--- config.mk ---
export PLATFORM = sky130hd
export DESIGN_NAME = zex_console_mbox_flat
export DESIGN_NICKNAME = d
export VERILOG_FILES = /design/src/rtl/zex_mbox_pkg.sv /design/src/rtl/zex_console_mbox_if.sv /design/src/rtl/sync_fifo.sv /design/src/rtl/zex_console_mbox.sv /design/src/flat_wrapper.sv
export SDC_FILE = /design/constraint.sdc
export NUM_CORES = 1
export LEC_CHECK = 0
export CAP_MARGIN = 15
export CORE_UTILIZATION = 53
export DETAILED_ROUTE_END_ITERATION = 10
export PLACE_DENSITY = 0.77
export SYNTH_ARGS = -nofsm -noshare
export SYNTH_HDL_FRONTEND = slang
export SYNTH_SLANG_ARGS = --single-unit
--- constraint.sdc ---
create_clock -name clk -period 3.25 [get_ports clk]
set_clock_uncertainty 0.05 [all_clocks]
set_input_delay 0.4875 -clock clk [delete_from_list [all_inputs] [get_ports clk]]
set_output_delay 0.4875 -clock clk [all_outputs]
set_load 0.03 [all_outputs]
--- src/rtl/zex_mbox_pkg.sv ---
// rtl/zex_mbox_pkg.sv - shared constants and types for the console mailbox
package zex_mbox_pkg;

  localparam logic [1:0] OFS_ACK  = 2'd0;
  localparam logic [1:0] OFS_REQ  = 2'd1;
  localparam logic [1:0] OFS_DATA = 2'd2;

  typedef enum logic {
    IDLE = 1'b0,
    SEND = 1'b1
  } drain_state_t;

endpackage

--- src/rtl/zex_console_mbox_if.sv ---
// rtl/zex_console_mbox_if.sv - CPU mailbox bus and UART byte stream
interface zex_console_mbox_if;

  logic [15:0] addr;
  logic        mreq_n;
  logic        rd_n;
  logic        wr_n;
  logic [7:0]  din;
  logic [7:0]  dout;
  logic        dout_sel;
  logic [7:0]  tx_data;
  logic        tx_valid;
  logic        tx_ready;

  modport slave (
    input  addr, mreq_n, rd_n, wr_n, din, tx_ready,
    output dout, dout_sel, tx_data, tx_valid
  );

  modport master (
    output addr, mreq_n, rd_n, wr_n, din, tx_ready,
    input  dout, dout_sel, tx_data, tx_valid
  );

endinterface

--- src/rtl/sync_fifo.sv ---
// rtl/sync_fifo.sv - single-clock FIFO; a push while full is accepted when a pop shares the cycle
module sync_fifo #(
  parameter int WIDTH = 8,
  parameter int DEPTH = 16,
  localparam int AW = $clog2(DEPTH)
) (
  input  logic             clk,
  input  logic             reset,
  input  logic             push,
  input  logic             pop,
  input  logic [WIDTH-1:0] wdata,
  output logic [WIDTH-1:0] rdata,
  output logic             full,
  output logic             empty,
  output logic [AW:0]      level
);

  logic [WIDTH-1:0] mem [DEPTH];
  logic [AW-1:0]    wptr;
  logic [AW-1:0]    rptr;
  logic             do_push;
  logic             do_pop;

  assign full    = (level == (AW+1)'(DEPTH));
  assign empty   = (level == '0);
  assign do_pop  = pop && !empty;
  assign do_push = push && (!full || do_pop);
  assign rdata   = mem[rptr];

  always_ff @(posedge clk) begin
    if (do_push) mem[wptr] <= wdata;
  end

  always_ff @(posedge clk) begin
    if (reset) begin
      wptr  <= '0;
      rptr  <= '0;
      level <= '0;
    end else begin
      if (do_push) wptr <= wptr + 1'b1;
      if (do_pop)  rptr <= rptr + 1'b1;
      case ({do_push, do_pop})
        2'b10:   level <= level + 1'b1;
        2'b01:   level <= level - 1'b1;
        default: level <= level;
      endcase
    end
  end

endmodule

--- src/rtl/zex_console_mbox.sv ---
// rtl/zex_console_mbox.sv - registered ACK/REQ/DATA console mailbox with TX FIFO drain
module zex_console_mbox
  import zex_mbox_pkg::*;
#(
  parameter int          FIFO_DEPTH = 16,
  parameter logic [15:0] BASE_ADDR  = 16'hFFFD
) (
  input  logic                          clk,
  input  logic                          reset,
  zex_console_mbox_if.slave             bus,
  output logic                          overflow,
  output logic [$clog2(FIFO_DEPTH):0]   fifo_level
);

  logic [15:0]  ofs;
  logic [15:0]  addr_prev;
  logic         sel, rd_acc, wr_acc;
  logic         rd_prev, wr_prev;
  logic         rd_first, wr_first, data_wr;
  logic [7:0]   ack, req, req_last, data;
  logic         fifo_pop, fifo_full, fifo_empty;
  logic [7:0]   fifo_rdata;
  logic [7:0]   tx_data_q;
  drain_state_t state, state_d;

  // Subtracting the base keeps the window decode correct even if it straddles 0xFFFF.
  assign ofs    = bus.addr - BASE_ADDR;
  assign sel    = !bus.mreq_n && (ofs < 16'd3);
  assign rd_acc = sel && !bus.rd_n;
  assign wr_acc = sel && !bus.wr_n;

  // A strobe held over several clocks acts once: only when it was not already active at this address.
  assign rd_first = rd_acc && !(rd_prev && addr_prev == bus.addr);
  assign wr_first = wr_acc && !(wr_prev && addr_prev == bus.addr);
  assign data_wr  = wr_first && (ofs[1:0] == OFS_DATA);

  assign bus.dout_sel = rd_acc;

  always_comb begin
    bus.dout = 8'h00;
    if (sel) begin
      case (ofs[1:0])
        OFS_ACK:  bus.dout = ack;
        OFS_REQ:  bus.dout = req;
        OFS_DATA: bus.dout = data;
        default:  bus.dout = 8'h00;
      endcase
    end
  end

  always_ff @(posedge clk) begin
    if (reset) begin
      ack       <= 8'h00;
      req       <= 8'h00;
      req_last  <= 8'h00;
      data      <= 8'h00;
      overflow  <= 1'b0;
      rd_prev   <= 1'b0;
      wr_prev   <= 1'b0;
      addr_prev <= 16'h0000;
    end else begin
      rd_prev   <= rd_acc;
      wr_prev   <= wr_acc;
      addr_prev <= bus.addr;
      if (rd_first && ofs[1:0] == OFS_ACK && req != req_last) begin
        ack      <= ack + 8'd1;
        req_last <= req;
      end
      if (wr_first) begin
        case (ofs[1:0])
          OFS_ACK: ack <= 8'h00;
          OFS_REQ: begin
            req_last <= req;
            req      <= bus.din;
          end
          OFS_DATA: begin
            data <= bus.din;
            if (fifo_full && !fifo_pop) overflow <= 1'b1;
          end
          default: ;
        endcase
      end
    end
  end

  sync_fifo #(
    .WIDTH (8),
    .DEPTH (FIFO_DEPTH)
  ) u_fifo (
    .clk   (clk),
    .reset (reset),
    .push  (data_wr),
    .pop   (fifo_pop),
    .wdata (bus.din),
    .rdata (fifo_rdata),
    .full  (fifo_full),
    .empty (fifo_empty),
    .level (fifo_level)
  );

  always_comb begin
    state_d  = state;
    fifo_pop = 1'b0;
    if (state == IDLE) begin
      if (!fifo_empty) begin
        fifo_pop = 1'b1;
        state_d  = SEND;
      end
    end else begin
      if (bus.tx_ready) state_d = IDLE;
    end
  end

  always_ff @(posedge clk) begin
    if (reset) begin
      state     <= IDLE;
      tx_data_q <= 8'h00;
    end else begin
      state <= state_d;
      if (fifo_pop) tx_data_q <= fifo_rdata;
    end
  end

  assign bus.tx_valid = (state == SEND);
  assign bus.tx_data  = tx_data_q;

endmodule

--- src/flat_wrapper.sv ---
// flat-port wrapper written by rule: the top's interface ports become plain ports
module zex_console_mbox_flat import zex_mbox_pkg::*;
#(
  parameter int          FIFO_DEPTH = 16,
  parameter logic [15:0] BASE_ADDR  = 16'hFFFD
)
  (clk, reset, overflow, fifo_level, bus_addr, bus_mreq_n, bus_rd_n, bus_wr_n, bus_din, bus_tx_ready, bus_dout, bus_dout_sel, bus_tx_data, bus_tx_valid);
  zex_console_mbox_if bus_i ();
  input  logic clk;
  input  logic reset;
  output logic overflow;
  output logic [$clog2(FIFO_DEPTH):0] fifo_level;
  input wire logic [$bits(bus_i.addr)-1:0] bus_addr;
  input wire logic [$bits(bus_i.mreq_n)-1:0] bus_mreq_n;
  input wire logic [$bits(bus_i.rd_n)-1:0] bus_rd_n;
  input wire logic [$bits(bus_i.wr_n)-1:0] bus_wr_n;
  input wire logic [$bits(bus_i.din)-1:0] bus_din;
  input wire logic [$bits(bus_i.tx_ready)-1:0] bus_tx_ready;
  output wire logic [$bits(bus_i.dout)-1:0] bus_dout;
  output wire logic [$bits(bus_i.dout_sel)-1:0] bus_dout_sel;
  output wire logic [$bits(bus_i.tx_data)-1:0] bus_tx_data;
  output wire logic [$bits(bus_i.tx_valid)-1:0] bus_tx_valid;
  assign bus_i.addr = bus_addr;
  assign bus_i.mreq_n = bus_mreq_n;
  assign bus_i.rd_n = bus_rd_n;
  assign bus_i.wr_n = bus_wr_n;
  assign bus_i.din = bus_din;
  assign bus_i.tx_ready = bus_tx_ready;
  assign bus_dout = bus_i.dout;
  assign bus_dout_sel = bus_i.dout_sel;
  assign bus_tx_data = bus_i.tx_data;
  assign bus_tx_valid = bus_i.tx_valid;
  zex_console_mbox #(.FIFO_DEPTH(FIFO_DEPTH), .BASE_ADDR(BASE_ADDR)) u_core (.clk(clk), .reset(reset), .bus(bus_i), .overflow(overflow), .fifo_level(fifo_level));
endmodule
Word level (Yosys, flattened, before mapping)
Memory sizes are Yosys's and may differ from the RTL's. A register that Yosys moved wholly into a read port is not among the register bits.
Index checks and enable logic that the tools add are counted.
{ "word_totals": {"n_memories": 1, "output_inout_bits": 24, "register_bits": 65, "elab_cells": 70, "ram_bits": 128, "in_bits": 30} }
{ "memory_table": {"columns": ["name", "depth", "word_bits", "rd", "rd_ports_with_merged_regs", "write_ports", "line_no", "source"], "rows": [
  ["u_core.u_fifo.mem", 16, 8, 1, 1, 1, "sync_fifo.sv:18", "logic [WIDTH-1:0] mem [DEPTH];"]
]} }
{ "op_classes": {"muxes": 15, "add_sub_neg": 6, "n_reduce_logical": 28, "eq_ne": 7, "n_lt_le_gt_ge": 1} }
{ "ops": {"columns": ["cell", "n"], "rows": [
  ["$mux 8", 7],
  ["$pmux 8 s3", 1],
  ["$eq 16x16->1", 1],
  ["$lt 16x2->1 const B", 1],
  ["$sub 16x16->16 const B", 1],
  ["$logic_and 1x1->1", 13],
  ["$pmux 5 s2", 1],
  ["$add 4x1->4 const B", 2],
  ["$add 8x1->8 const B", 1],
  ["$logic_not 1->1", 8],
  ["$ne 8x8->1", 1],
  ["$mux 1", 6],
  ["$add 5x1->5 const B", 1],
  ["$eq 5x5->1 const B", 1],
  ["$logic_not 5->1", 1],
  ["$sub 5x1->5 const B", 1],
  ["$eq 2x1->1 const B", 2],
  ["$eq 2x2->1 const B", 2],
  ["$reduce_and 2->1", 2],
  ["$reduce_and 3->1", 1],
  ["$logic_not 2->1", 1],
  ["$reduce_bool 2->1", 1],
  ["$logic_or 1x1->1", 1]
]} }

Depth between registers and ports, before layout
{ "depth": {"word_depth": 10, "ltp_mapped": 12, "depth_no_buf": 11} }

Modules after synthesis
From an unflattened synthesis, not the netlist that was laid out.
{ "unflattened": {"cells_unflattened": 664, "area_unflattened_um2": 8790.9} }
{ "by_module_without_submodules": {"columns": ["mod", "cells_per_inst", "area_per_inst_um2", "seq_area_each_um2", "n_inst"], "rows": [
  ["sync_fifo", 325, 5866.9, 4184.0, 1],
  ["zex_console_mbox", 339, 2924.1, 1201.2, 1]
]} }

Worst setup path after synthesis
No wires, ideal clock.
{ "synth_timing": {"path_kind": "input to register", "startpoint": "in bus_addr[11]", "endpoint": "reg u_core.u_fifo.level[4]", "required_ns": 3.079, "path_slack_ns": -0.048, "arrival_time_ns": 3.127, "setup_ns": 0.121, "cell_stages": 12, "path_buffers": 1, "path_cell_list": "clkbuf_1 -> xnor2_1 -> nand4_1 -> nor4_1 -> a21oi_1 -> a21oi_1 -> xor2_1 -> ha_1 -> or3_1 -> a21oi_1 -> a22oi_1 -> mux2_2"} }
{ "synth_between": {"elab_chain_len": 9, "elab_cells_between_ends": 14, "cone_classes": "1 x add/sub; 1 x order compare; 3 x eq/ne; 1 x mux; 8 x reduce/logical"} }
{ "synth_lines": {"columns": ["element", "line_no", "source"], "rows": [
  ["start: declaration", "flat_wrapper.sv:13", "input wire logic [$bits(bus_i.addr)-1:0] bus_addr;"],
  ["$sub 16x16->16", "zex_console_mbox.sv:27", "assign ofs = bus.addr - BASE_ADDR;"],
  ["$lt 16x2->1", "zex_console_mbox.sv:28", "assign sel = !bus.mreq_n && (ofs < 16'd3);"],
  ["$logic_and 1x1->1", "zex_console_mbox.sv:28", null],
  ["$logic_and 1x1->1", "zex_console_mbox.sv:30", "assign wr_acc = sel && !bus.wr_n;"],
  ["$logic_and 1x1->1 (*)", "zex_console_mbox.sv:34", "assign wr_first = wr_acc && !(wr_prev && addr_prev == bus.addr);"],
  ["$logic_and 1x1->1 (*)", "zex_console_mbox.sv:35", "assign data_wr = wr_first && (ofs[1:0] == OFS_DATA);"],
  ["$logic_and 1x1->1 (*)", "sync_fifo.sv:27", "assign do_push = push && (!full || do_pop);"],
  ["$eq 2x1->1 / $eq 2x2->1 (equally long branches)", "sync_fifo.sv:42", "case ({do_push, do_pop})"],
  ["$pmux 5 s2 / $reduce_bool 2->1 (equally long branches)", null, null],
  ["end signal: assignment", "sync_fifo.sv:43", "2'b10: level <= level + 1'b1;"],
  ["end signal: assignment", "sync_fifo.sv:44", "2'b01: level <= level - 1'b1;"],
  ["end signal: assignment", "sync_fifo.sv:45", "default: level <= level;"],
  ["end: declaration", "sync_fifo.sv:15", "output logic [AW:0] level"]
]} }
Mark *: on every way between the ends. The rest lies on a longest branch, timed or not.
A chain may end at the register's enable or synchronous reset.

Worst setup path after layout
{ "layout_timing": {"startpoint": "in bus_addr[3]", "endpoint": "out bus_dout[1]"} }
{ "layout_between": {"elab_chain_len": 4} }
{ "layout_lines": {"columns": ["element", "line_no", "source"], "rows": [
  ["$sub 16x16->16", "zex_console_mbox.sv:27", null],
  ["$lt 16x2->1", "zex_console_mbox.sv:28", null],
  ["$logic_and 1x1->1", "zex_console_mbox.sv:28", null],
  ["$mux 8", "zex_console_mbox.sv:41", "if (sel) begin"],
  ["end: declaration", "flat_wrapper.sv:19", "output wire logic [$bits(bus_i.dout)-1:0] bus_dout;"]
]} }
No other way between the ends.

==> results.ini <==
[timing]
setup_violations = 0
finalHoldViolCount = 0
tightest_slew_ns = 0.888
fin_crit_ns = 3.14
layout_setup_ws_ns = 0.114
post-route-period-util_pct = 96.5
max-slew-margin-rel_pct = 40.8
slew_viol_final = 0
fmaxAchievable_mhz = 319

[cts]
root_buffer = clkbuf_16
clkLatencyLatePin_ns = 0.49
cts_tree = done
cts-resized-gates = 0
clockBufferDepth = 3
htreeDepth = 1
numClockSinks = 201
postCtsSetupBuffers = 0
cts_buffers = 21
cts_hold_buf = 0
clkTransAtPathRegs_ns = 0.06

[status]
status = completed

[synthesis]
yosys.cell_types.count = 53
yosysMostFrequentCell = edfxtp_1
synth_area_leaders = edfxtp_1, dfxtp_1, mux4_2
yosysSeqAreaShare_pct = 62.5
yosysTopAreaCell = edfxtp_1
synth_warnings = 0
syn_inst = 599
synth_top_flop_cell = edfxtp_1
syn-cell-area_um2 = 8490
async_flop_share_pct = 0
synth_nets = 637
synth_top_cell_area_share_pct = 45.3
postSynthAreaPerCell_um2 = 14.2
synth-edff-count = 128
ys_ff_latch = 201
synthTopCellsByCount = edfxtp_1, dfxtp_1, nor2_1

[global_routing]
grt_overflow = 0
grt_max_degree = 50
grt_pass1_vias = 5516
grt_pass1_wl_um = 29500
grt_usage_pct = 23.6
antenna_found_initial = 1

[die]
core-area_um2 = 15400
die_w_um = 129
start_util_pct = 55.0
die_h_um = 129
die-area_um2 = 16500
num_rows = 45
ios = 54

[worst_setup_path]
path_class = in2out
critPathCaptureType = primary output
slowest_delay_ns = 0.52
critPathSlowestCell = clkdlybuf4s50_1
path_max_fanout = 11
path_cells = clkdlybuf4s50_1, nand4_2, buf_4, o31a_1, a31oi_2, buf_4, a211o_1, buf_4, nor2_1, buf_4
required_ns = 2.71
start_kind = input port
critical_path_arrival_ns = 2.60
crit_top_cell = buf_4

[cells_and_area]
n_antenna_cell = 0
area_growth_pct = 22.6
nets = 736
drive_above_1_share_pct = 22.9
fin_area_um2 = 10400

[place]
place_area_um2 = 9710
globalplace.congestion = 0.841
detailed_place_hpwl_um = 12300
preCtsSetupSlack_ns = -0.288
io_buffers = 53

[detailed_routing]
drt-total-wl_um = 18500
drcViolationCount = 0
ant_nets = 0
via_per_inst = 5.86
drtIter0Drc = 465
wl_per_cell_um = 20.0
drt_pass1_iterations = 6
vias = 5418

[pwr]
p_leak_nw = 3.70
p_switching_mw = 1.82
clkPwrFrac_pct = 33.6
intPower_mw = 4.90
power_frac_comb_pct = 22.8
irDropWorstVdd_v = 0.000357
pwr-share-seq_pct = 43.6
power.density_nw_per_um2 = 645
swShare_pct = 27.1

[job]
drv_cap = 0

[min_path]
hold_class = in2reg

==> path summary, 6_finish.rpt <==
path	start	endpoint	slack (ns)	depth (start not counted)
max	bus_addr[3]	bus_dout[1]	0.11	10
min	bus_addr[4]	u_core.addr_prev[4]	0.29	2
max reg2reg	u_core.addr_prev[2]	u_core.u_fifo.level[4]	0.48	11
min reg2reg	u_core.bus.tx_data[7]	u_core.bus.tx_data[7]	0.40	2
==> power groups by stage <==
stage	combinational, mW	clock [mW]	sequential (mW)
after detailed placement	1.53	0	2.99
after floorplan	0.926	0	3.07
after global routing	1.66	2.39	2.96
final	1.53	2.25	2.93
after CTS	1.54	2.29	2.93
after global placement	1.48	0	2.98
==> kinds of logic (layout without fill, tap and decap cells) <==
kind of cell | count (synthesis) | count (layout) | synth area share, %
flops | 201 | 201 | 62.5
compound gates | 61 | 61 | 4.88
simple gates | 181 | 181 | 11.0
xor+xnor | 32 | 32 | 3.30
fa+ha+maj | 8 | 8 | 1.18
buf+inv | 37 | 151 | 1.77
mux | 79 | 79 | 15.4
==> worst max-delay path: cells and delay by family <==
family / cells / cell delay, ns
buf+inv: 5 / 1.23
compound gates: 3 / 0.67
simple gates: 2 / 0.22
==> cell usage in the layout, fill, tap and decap left out, types with 12 or more instances in the layout <==
cell type / instances
buf_4: 49
nor2b_1: 22
nor2_1: 53
dfxtp_1: 72
mux2i_1: 28
a21oi_1: 21
and3_1: 16
clkdlybuf4s50_1: 37
buf_12: 14
clkbuf_16: 21
nand3_1: 12
edfxtp_1: 128
xnor2_1: 26
mux4_2: 40
nand2_1: 32
==> layout make-up <==
cell class | count | area (um^2)
sequential | 201 | 5310
fill | 1081 | 5020
multi-input combinational | 361 | 3060
timing repair buffer | 107 | 1100
clock buffer | 33 | 631
tap | 211 | 264
clock inverter | 5 | 25.0
inverter | 6 | 22.5
==> flip-flops by register name, summed over array words and instances (netlist names), 2 cells and up, named ones only <==
register             cells
u_core.data              8
u_core.u_fifo.wptr       4
u_core.addr_prev        16
u_core.req               8
u_core.u_fifo.level      5
u_core.u_fifo.rptr       4
u_core.req_last          8
u_core.ack               2
u_core.bus.tx_data       8
u_core.u_fifo.mem      128
==> stage by stage <==
stage               TNS, ns  instances  utilization (%)  power [mW]  hold WS [ns]
CTS                       0        924             67.2        6.76         0.404
floorplan                 0        599                -        3.99         0.393
detailed placement   -14.22        886             63.0        4.52         0.396
global placement      -8.67        886             63.0        4.47         0.396
global route        -0.0206        924             67.5        7.00         0.299
finish                    0        924             67.5        6.72         0.287
==> layer usage <==
layer  part of all wire [%]  track usage (%)  vias up
met5                  0.070                0        -
met1                     43             33.2     2709
met3                    6.1             3.49       42
li1                       -                -     2460
met2                     49             38.7      205
met4                    2.1             6.44        2
(Power assumes the default switching activity.)
